--- config.mk ---
export PLATFORM = sky130hd
export DESIGN_NAME = ls_dma
export DESIGN_NICKNAME = d
export VERILOG_FILES = /design/src/rtl/ls_dma.sv
export SDC_FILE = /design/constraint.sdc
export NUM_CORES = 1
export LEC_CHECK = 0
export CAP_MARGIN = 20
export CORE_AREA = 2 2 231 233
export CTS_CLUSTER_DIAMETER = 200
export DETAILED_ROUTE_END_ITERATION = 10
export DIE_AREA = 0 0 233 235
export PLACE_DENSITY = 0.61
export SLEW_MARGIN = 0
export SYNTH_ARGS = -nofsm -noshare
export SYNTH_HDL_FRONTEND = slang
export SYNTH_SLANG_ARGS = --single-unit
--- constraint.sdc ---
create_clock -name clk -period 7.55 [get_ports clk]
set_input_delay 1.51 -clock clk [delete_from_list [all_inputs] [get_ports clk]]
set_output_delay 1.51 -clock clk [all_outputs]
set_load 0.03 [all_outputs]
--- src/rtl/ls_dma.sv ---
// ---------------------------------------------------------------------------
// ls_dma : block mover between a 128-bit local store (LS) and two streams.
//
// A command gives a direction, a quadword-aligned LS start address and a
// quadword count. A store (cmd_dir=0) takes quadwords from the in stream
// and writes them to the LS. A load (cmd_dir=1) reads the LS and sends the
// quadwords out on the out stream. Every transfer ends with a one-cycle
// FIN state that pulses done.
//
// Ports
//   clk                     system clock, rising edge
//   rst                     asynchronous reset, active low
//   cmd_valid/cmd_ready     command handshake (ready only while idle)
//   cmd_dir                 0 = store (stream -> LS), 1 = load (LS -> stream)
//   cmd_addr[17:0]          LS start byte address, low nibble ignored
//   cmd_qw[14:0]            quadword count, 0..16384
//   in_valid/in_ready       store data stream handshake
//   in_data[127:0]          store data
//   out_valid/out_ready     load data stream handshake
//   out_data[127:0]         load data (head of the read buffer)
//   ls_ce/ls_we             LS chip enable / write enable
//   ls_addr[17:0]           LS byte address, low nibble always zero
//   ls_wdata[127:0]         LS write data
//   ls_rdata[127:0]         LS read data, valid the cycle after a read
//   busy                    high whenever a transfer is in progress
//   done                    one-cycle pulse when a transfer completes
// ---------------------------------------------------------------------------
module ls_dma (
  input  logic         clk,
  input  logic         rst,
  input  logic         cmd_valid,
  output logic         cmd_ready,
  input  logic         cmd_dir,
  input  logic [17:0]  cmd_addr,
  input  logic [14:0]  cmd_qw,
  input  logic         in_valid,
  output logic         in_ready,
  input  logic [127:0] in_data,
  output logic         out_valid,
  input  logic         out_ready,
  output logic [127:0] out_data,
  output logic         ls_ce,
  output logic         ls_we,
  output logic [17:0]  ls_addr,
  output logic [127:0] ls_wdata,
  input  logic [127:0] ls_rdata,
  output logic         busy,
  output logic         done
);

  typedef enum logic [1:0] {
    ST_IDLE  = 2'd0,
    ST_STORE = 2'd1,
    ST_LOAD  = 2'd2,
    ST_FIN   = 2'd3
  } state_t;

  // One quadword in bytes; addr_r wraps naturally at 2^18.
  localparam logic [17:0] QW_STEP = 18'd16;

  // Control state
  state_t        state_r;
  logic [17:0]   addr_r;        // next LS address to access
  logic [14:0]   rem_r;         // quadwords still to hand over on the stream side
  logic [14:0]   issue_rem_r;   // load only: reads still to issue
  logic          cmd_ready_r;
  logic          busy_r;
  logic          done_r;
  logic          in_ready_r;

  // Load read path: one read can be in flight, two entries of buffering
  logic          inflight_r;
  logic [127:0]  fifo0_r;
  logic [127:0]  fifo1_r;
  logic          wr_ptr_r;
  logic          rd_ptr_r;
  logic [1:0]    occ_r;

  // Per-cycle decisions
  logic          load_st_s;
  logic          store_hs_s;
  logic          pop_s;
  logic          rd_issue_s;
  logic [2:0]    level_s;

  // The low address nibble of a command is deliberately discarded.
  logic          unused_addr_lsb_s;
  assign unused_addr_lsb_s = ^cmd_addr[3:0];

  assign cmd_ready = cmd_ready_r;
  assign busy      = busy_r;
  assign done      = done_r;
  assign in_ready  = in_ready_r;

  // Stream handshakes and the load read-issue decision for this cycle.
  always_comb begin
    load_st_s  = (state_r == ST_LOAD);
    store_hs_s = in_valid & in_ready_r;
    out_valid  = load_st_s & (occ_r != 2'd0);
    pop_s      = out_valid & out_ready;
    level_s    = {1'b0, occ_r} + {2'b00, inflight_r};
    // A new read lands two edges from now. It is safe when the buffer plus
    // the read already in flight leaves a slot, counting an entry that is
    // popped this same cycle as free; that keeps one quadword per cycle.
    if (load_st_s && (issue_rem_r != 15'd0)) begin
      rd_issue_s = (level_s < 3'd2) || ((level_s == 3'd2) && pop_s);
    end else begin
      rd_issue_s = 1'b0;
    end
  end

  // Head of the read buffer drives the out stream.
  always_comb begin
    if (rd_ptr_r) begin
      out_data = fifo1_r;
    end else begin
      out_data = fifo0_r;
    end
  end

  // LS port: a write on each store handshake, a read on each issue, else idle.
  always_comb begin
    ls_ce    = 1'b0;
    ls_we    = 1'b0;
    ls_addr  = 18'd0;
    ls_wdata = 128'd0;
    if (store_hs_s) begin
      ls_ce    = 1'b1;
      ls_we    = 1'b1;
      ls_addr  = addr_r;
      ls_wdata = in_data;
    end else if (rd_issue_s) begin
      ls_ce    = 1'b1;
      ls_we    = 1'b0;
      ls_addr  = addr_r;
    end else begin
      ls_ce    = 1'b0;
      ls_we    = 1'b0;
    end
  end

  // Transfer FSM with its registered status outputs.
  always_ff @(posedge clk or negedge rst) begin
    if (!rst) begin
      state_r     <= ST_IDLE;
      addr_r      <= 18'd0;
      rem_r       <= 15'd0;
      issue_rem_r <= 15'd0;
      cmd_ready_r <= 1'b1;
      busy_r      <= 1'b0;
      done_r      <= 1'b0;
      in_ready_r  <= 1'b0;
    end else begin
      case (state_r)
        ST_IDLE: begin
          if (cmd_valid) begin
            addr_r      <= {cmd_addr[17:4], 4'h0};
            rem_r       <= cmd_qw;
            issue_rem_r <= cmd_qw;
            cmd_ready_r <= 1'b0;
            busy_r      <= 1'b1;
            if (cmd_qw == 15'd0) begin
              state_r <= ST_FIN;
              done_r  <= 1'b1;
            end else if (!cmd_dir) begin
              state_r    <= ST_STORE;
              in_ready_r <= 1'b1;
            end else begin
              state_r <= ST_LOAD;
            end
          end else begin
            state_r <= ST_IDLE;
          end
        end

        ST_STORE: begin
          if (store_hs_s) begin
            addr_r <= addr_r + QW_STEP;
            rem_r  <= rem_r - 15'd1;
            if (rem_r == 15'd1) begin
              state_r    <= ST_FIN;
              in_ready_r <= 1'b0;
              done_r     <= 1'b1;
            end else begin
              state_r <= ST_STORE;
            end
          end else begin
            state_r <= ST_STORE;
          end
        end

        ST_LOAD: begin
          if (rd_issue_s) begin
            addr_r      <= addr_r + QW_STEP;
            issue_rem_r <= issue_rem_r - 15'd1;
          end else begin
            issue_rem_r <= issue_rem_r;
          end
          // The transfer ends on the out-stream handshake of the last word.
          if (pop_s) begin
            rem_r <= rem_r - 15'd1;
            if (rem_r == 15'd1) begin
              state_r <= ST_FIN;
              done_r  <= 1'b1;
            end else begin
              state_r <= ST_LOAD;
            end
          end else begin
            state_r <= ST_LOAD;
          end
        end

        ST_FIN: begin
          state_r     <= ST_IDLE;
          done_r      <= 1'b0;
          busy_r      <= 1'b0;
          cmd_ready_r <= 1'b1;
        end

        default: begin
          state_r     <= ST_IDLE;
          done_r      <= 1'b0;
          busy_r      <= 1'b0;
          in_ready_r  <= 1'b0;
          cmd_ready_r <= 1'b1;
        end
      endcase
    end
  end

  // Load read buffer: capture the LS data one cycle after issue, pop on the
  // out handshake; capture and pop may happen in the same cycle.
  always_ff @(posedge clk or negedge rst) begin
    if (!rst) begin
      inflight_r <= 1'b0;
      fifo0_r    <= 128'd0;
      fifo1_r    <= 128'd0;
      wr_ptr_r   <= 1'b0;
      rd_ptr_r   <= 1'b0;
      occ_r      <= 2'd0;
    end else begin
      inflight_r <= rd_issue_s;
      if (inflight_r) begin
        if (wr_ptr_r) begin
          fifo1_r <= ls_rdata;
        end else begin
          fifo0_r <= ls_rdata;
        end
        wr_ptr_r <= ~wr_ptr_r;
      end else begin
        wr_ptr_r <= wr_ptr_r;
      end
      if (pop_s) begin
        rd_ptr_r <= ~rd_ptr_r;
      end else begin
        rd_ptr_r <= rd_ptr_r;
      end
      occ_r <= occ_r + {1'b0, inflight_r} - {1'b0, pop_s};
    end
  end

endmodule
Word level (Yosys, flattened, before mapping). Cells that the tools add are included.

Bits in registers: 315. Bits of input ports: 295. Output and inout bits: 281.

$add $sub $neg: 6. Magnitude comparators: 1. Eq/ne operators: 13. Mux-type cells: 42. Bitwise operators: 5. Reduce and logical (&&, ||, !) cells: 19.

Operator list (number): $mux W128 (2); $mux W18 (5); $mux W15 (4); $pmux W18 S3 (1); $pmux W15 S3 (1); $pmux W15 S2 (1); $sub A15 B1 Y15 const B (2); $add A18 B5 Y18 const B (1); $mux W1 (17); $eq A15 B1 Y1 const B (1); $logic_not A15 Y1 (1); $reduce_bool A15 Y1 (1); $mux W2 (6); $ne A2 B2 Y1 const B (6); $reduce_and A4 Y1 (3); $pmux W2 S4 (1); $reduce_bool A2 Y1 (4); $pmux W1 S2 (3); $reduce_and A2 Y1 (3); $reduce_and A6 Y1 (1); $eq A2 B2 Y1 const B (2); $ne A2 B1 Y1 const B (2); $pmux W1 S4 (1); $add A2 B1 Y3 (1); other kinds (12) (16).

Longest topological paths before layout.
Word-level depth: 8. Gate-level depth with buffers: 9.

Worst setup path after synthesis. Ideal clock, no wire load.

Path kind: input-to-output. Start point: input out_ready. End point: output ls_addr[10]. Arrival time: 2968 ps. Required time: 6040 ps. Setup slack: 3072 ps. Cell stages on the path: 7. Buffers on the path: 1. Path through: o211ai_1 inv_1 a21oi_1 a21oi_1 a21oi_2 buf_2 nor2b_1.

Cells in the longest elaborated chain, start to end: 6.

Ends and longest elaborated chain: from (decl) (line 40) `input logic out_ready,`; $and A1 B1 Y1 (line 100) `pop_s = out_valid & out_ready;`; net pop_s (line 82) `logic pop_s;`; $logic_and A1 B1 Y1 (line 106) `rd_issue_s = (level_s < 3'd2) || ((level_s == 3'd2) && pop_s);`; $logic_or A1 B1 Y1 (line 106); $mux W1 (line 105) `if (load_st_s && (issue_rem_r != 15'd0)) begin`; $mux W18 (line 132) `end else if (rd_issue_s) begin`; $mux W18 (line 127) `if (store_hs_s) begin`; to (decl) (line 44) `output logic [17:0] ls_addr,`.

The timed path passes the listed nets, and every way through them passes these cells.

Worst setup path in the final report. Ends and elaborated chain as after synthesis.

==> flow_summary.ini <==
[synth]
synth_cell_types = 75
ys.warnings.count = 0
async_flop_share = 1.00
syn-cell-area_um2 = 15500
yosysMostFrequentCell = mux2_2
yosys-top-cells-count = mux2_2 (385), dfrtp_1 (310), and3_1 (133)
ys_ff_latch = 311
avgSynthCellArea_um2 = 12.2
ys.flop_type = dfrtp_1
yosysTopAreaCellShare = 0.501
synthCells = 1270
synth.top_cells.by_area = dfrtp_1 (50%), mux2_2 (28%), and3_1 (5.4%)
yosysTopAreaCell = dfrtp_1
synth-edff-count = 0
ys_seq_area_frac = 0.503

[die]
io-pin-count = 576
fp-row-count = 84
die_w_um = 233
die_h_um = 235
die_area_um2 = 54800
start_util = 0.296
coreArea_um2 = 52200

[sta]
tns_ns = 0
fmax_mhz = 170
finalWorstPathRequiredPeriod_ns = 5.90
slew_violations = 0
hold_viol_final = 0
layout_setup_ws_ns = 1.65
hold_slack_ns = 0.480
maxSlewHeadroom = 0.299
min_period_over_period = 0.781
finClkSkew_ns = 0.0107
setup_viol = 0
worst_slew_pin_slew_ns = 1.05
rsz0062_at_grt = false

[route]
vias = 12200
wl_um = 49800
first_iter_violations = 501
vias_per_cell = 4.86
antenna_left = 0
wl_per_cell_um = 19.8
drt_first_pass_iters = 4
drcViolationCount = 0

[clock_network]
htree_levels = 2
postCtsSetupRepairBufs = 0
postCtsHoldBufs = 0
clock_latency_ns = 0.54
cts_tree = done
cts_root_buf = clkbuf_16
cts_resized = 0
clock_path_buffers = 3
clk_pin_slew_ns = 0.06
numCtsBuffers = 37
clkSinkCount = 311

[setup_path]
cpPeakStageDelay_ns = 0.69
r2r-start = state_r[0]$_DFF_PN0_
start_kind = primary input
rr_worst_depth = 8
critPathMaxFanout = 15
cp-startpoint = out_ready
required_ns = 6.04
critPathCaptureType = output port
worstPathArrival_ns = 4.39
path_cells = clkdlybuf4s50_1 > o211ai_1 > inv_1 > a21oi_1 > a21oi_1 > a21oi_2 > nor2b_1 > clkdlybuf4s50_1
slowest_stage = clkdlybuf4s50_1
path_class = in2out

[global_route]
grt_pass1_wl_um = 75600
antenna_found_initial = 15
grt_pass1_vias = 12600
grt_max_degree = 146
grt_use_total = 0.176
grt-ovfl-total = 0

[placement]
placed_cell_area_um2 = 21800
portBuffers = 567
hpwl_um = 34700
pre_cts_ws_ns = 1.66
place.gp.congestion = 0.937

[power_and_ir_drop]
totalPowerFinal_mw = 9.94
p_leak_nw = 9.51
vdd_ir_drop_max_v = 0.000243
power_density_nw_per_um2 = 432

[min_path]
hp-class = reg2reg
worstHoldPathCells = 2
worstHoldStart = cmd_ready$_DFFE_PN1P_

[outcome]
status = finished clean

[cells_and_area]
final_layout_size_suffix_gt1_frac = 0.263
fin_area_um2 = 23000
area_growth_pct = 48.7
nets = 2104

[flow_run]
maxCapViolations = 0
[state kept, by name, summed over array words and instances (netlist names)]
name,cells
busy,1
issue_rem_r,15
occ_r,2
in_ready,1
rem_r,15
done,1
fifo1_r,128
wr_ptr_r,1
cmd_ready,1
addr_r,14
fifo0_r,128
inflight_r,1
state_r,2
rd_ptr_r,1
[layout by cell type, fill, tap and decap left out, drive strengths merged, types with 3 or more instances in the layout]
cell / count
nor4: 10
a22oi: 7
a211oi: 7
clkdlybuf4s50: 565
xnor2: 3
or4: 4
o211ai: 5
or4b: 3
ha: 13
nand2: 38
or3: 9
dfrtp: 310
nand4: 8
o311ai: 3
diode: 3
buf: 14
clkbuf: 61
o22ai: 25
nor2b: 15
and4: 4
a21oi: 47
nor2: 18
conb: 4
nor3b: 5
mux2: 385
and3: 133
clkinv: 4
nand3: 21
o21ai: 28
inv: 21
mux2i: 5
nand2b: 3
nor3: 16
[report_power, final]
part           switching (mW)  internal (mW)
sequential              0.503           2.51
clock                   0.711           1.05
combinational            2.66           2.50
[per-layer routing]
metal  vias to the layer above  global-route usage  wire length (um)
li1                       5701                   -                 -
met1                      6051               0.231             21600
met2                       388               0.273             22700
met3                        70              0.0646              4400
met4                        12              0.0427               932
met5                         -                   0                94
[cells by family (layout without fill, tap and decap cells)]
| logic type | count (synthesis) | in the layout | share of synthesized area |
|---|---|---|---|
| other | 1 | 7 | 0.000242 |
| xor gates and xnor gates | 4 | 4 | 0.00226 |
| muxes | 390 | 390 | 0.283 |
| adders and majority gates | 13 | 13 | 0.0105 |
| and+or+nand+nor | 293 | 293 | 0.111 |
| DFF | 311 | 311 | 0.503 |
| AOI/OAI and AO/OA | 142 | 142 | 0.0584 |
| buffers and inverters | 116 | 667 | 0.0310 |
[critical path: cells and delay by family]
family	cells	cell delay, ns
AOI/OAI and AO/OA	4	1.28
and+or+nand+nor	1	0.20
buffers and inverters	3	1.40
[worst paths after layout]
check	end	slack, ns
worst max-delay path	ls_addr[10]	1.65
worst min register to register	cmd_ready$_DFFE_PN1P_	0.48
max in group asynchronous	rd_ptr_r$_DFFE_PN0P_	5.26
min in group asynchronous	fifo1_r[36]$_DFFE_PN0P_	0.98
worst max register to register	issue_rem_r[8]$_DFFE_PN0P_	4.33
worst min-delay path	cmd_ready$_DFFE_PN1P_	0.48
[through the flow]
stage | util | instances
2_1_floorplan | - | 1273
5_1_grt | 0.441 | 2513
3_3_place_gp | 0.417 | 2444
3_5_place_dp | 0.417 | 2444
4_1_cts | 0.440 | 2511
6_report | 0.441 | 2515
[layout make-up]
type,count,area [um2]
Fill cell,4795,29200
Sequential cell,311,7790
Multi-Input combinational cell,846,7250
Timing Repair Buffer,579,5820
Clock buffer,61,1160
Tap cell,688,861
Inverter,21,78.8
Clock inverter,6,61.3
Antenna cell,3,7.51
Note: power is estimated with default switching activity, not from simulation.
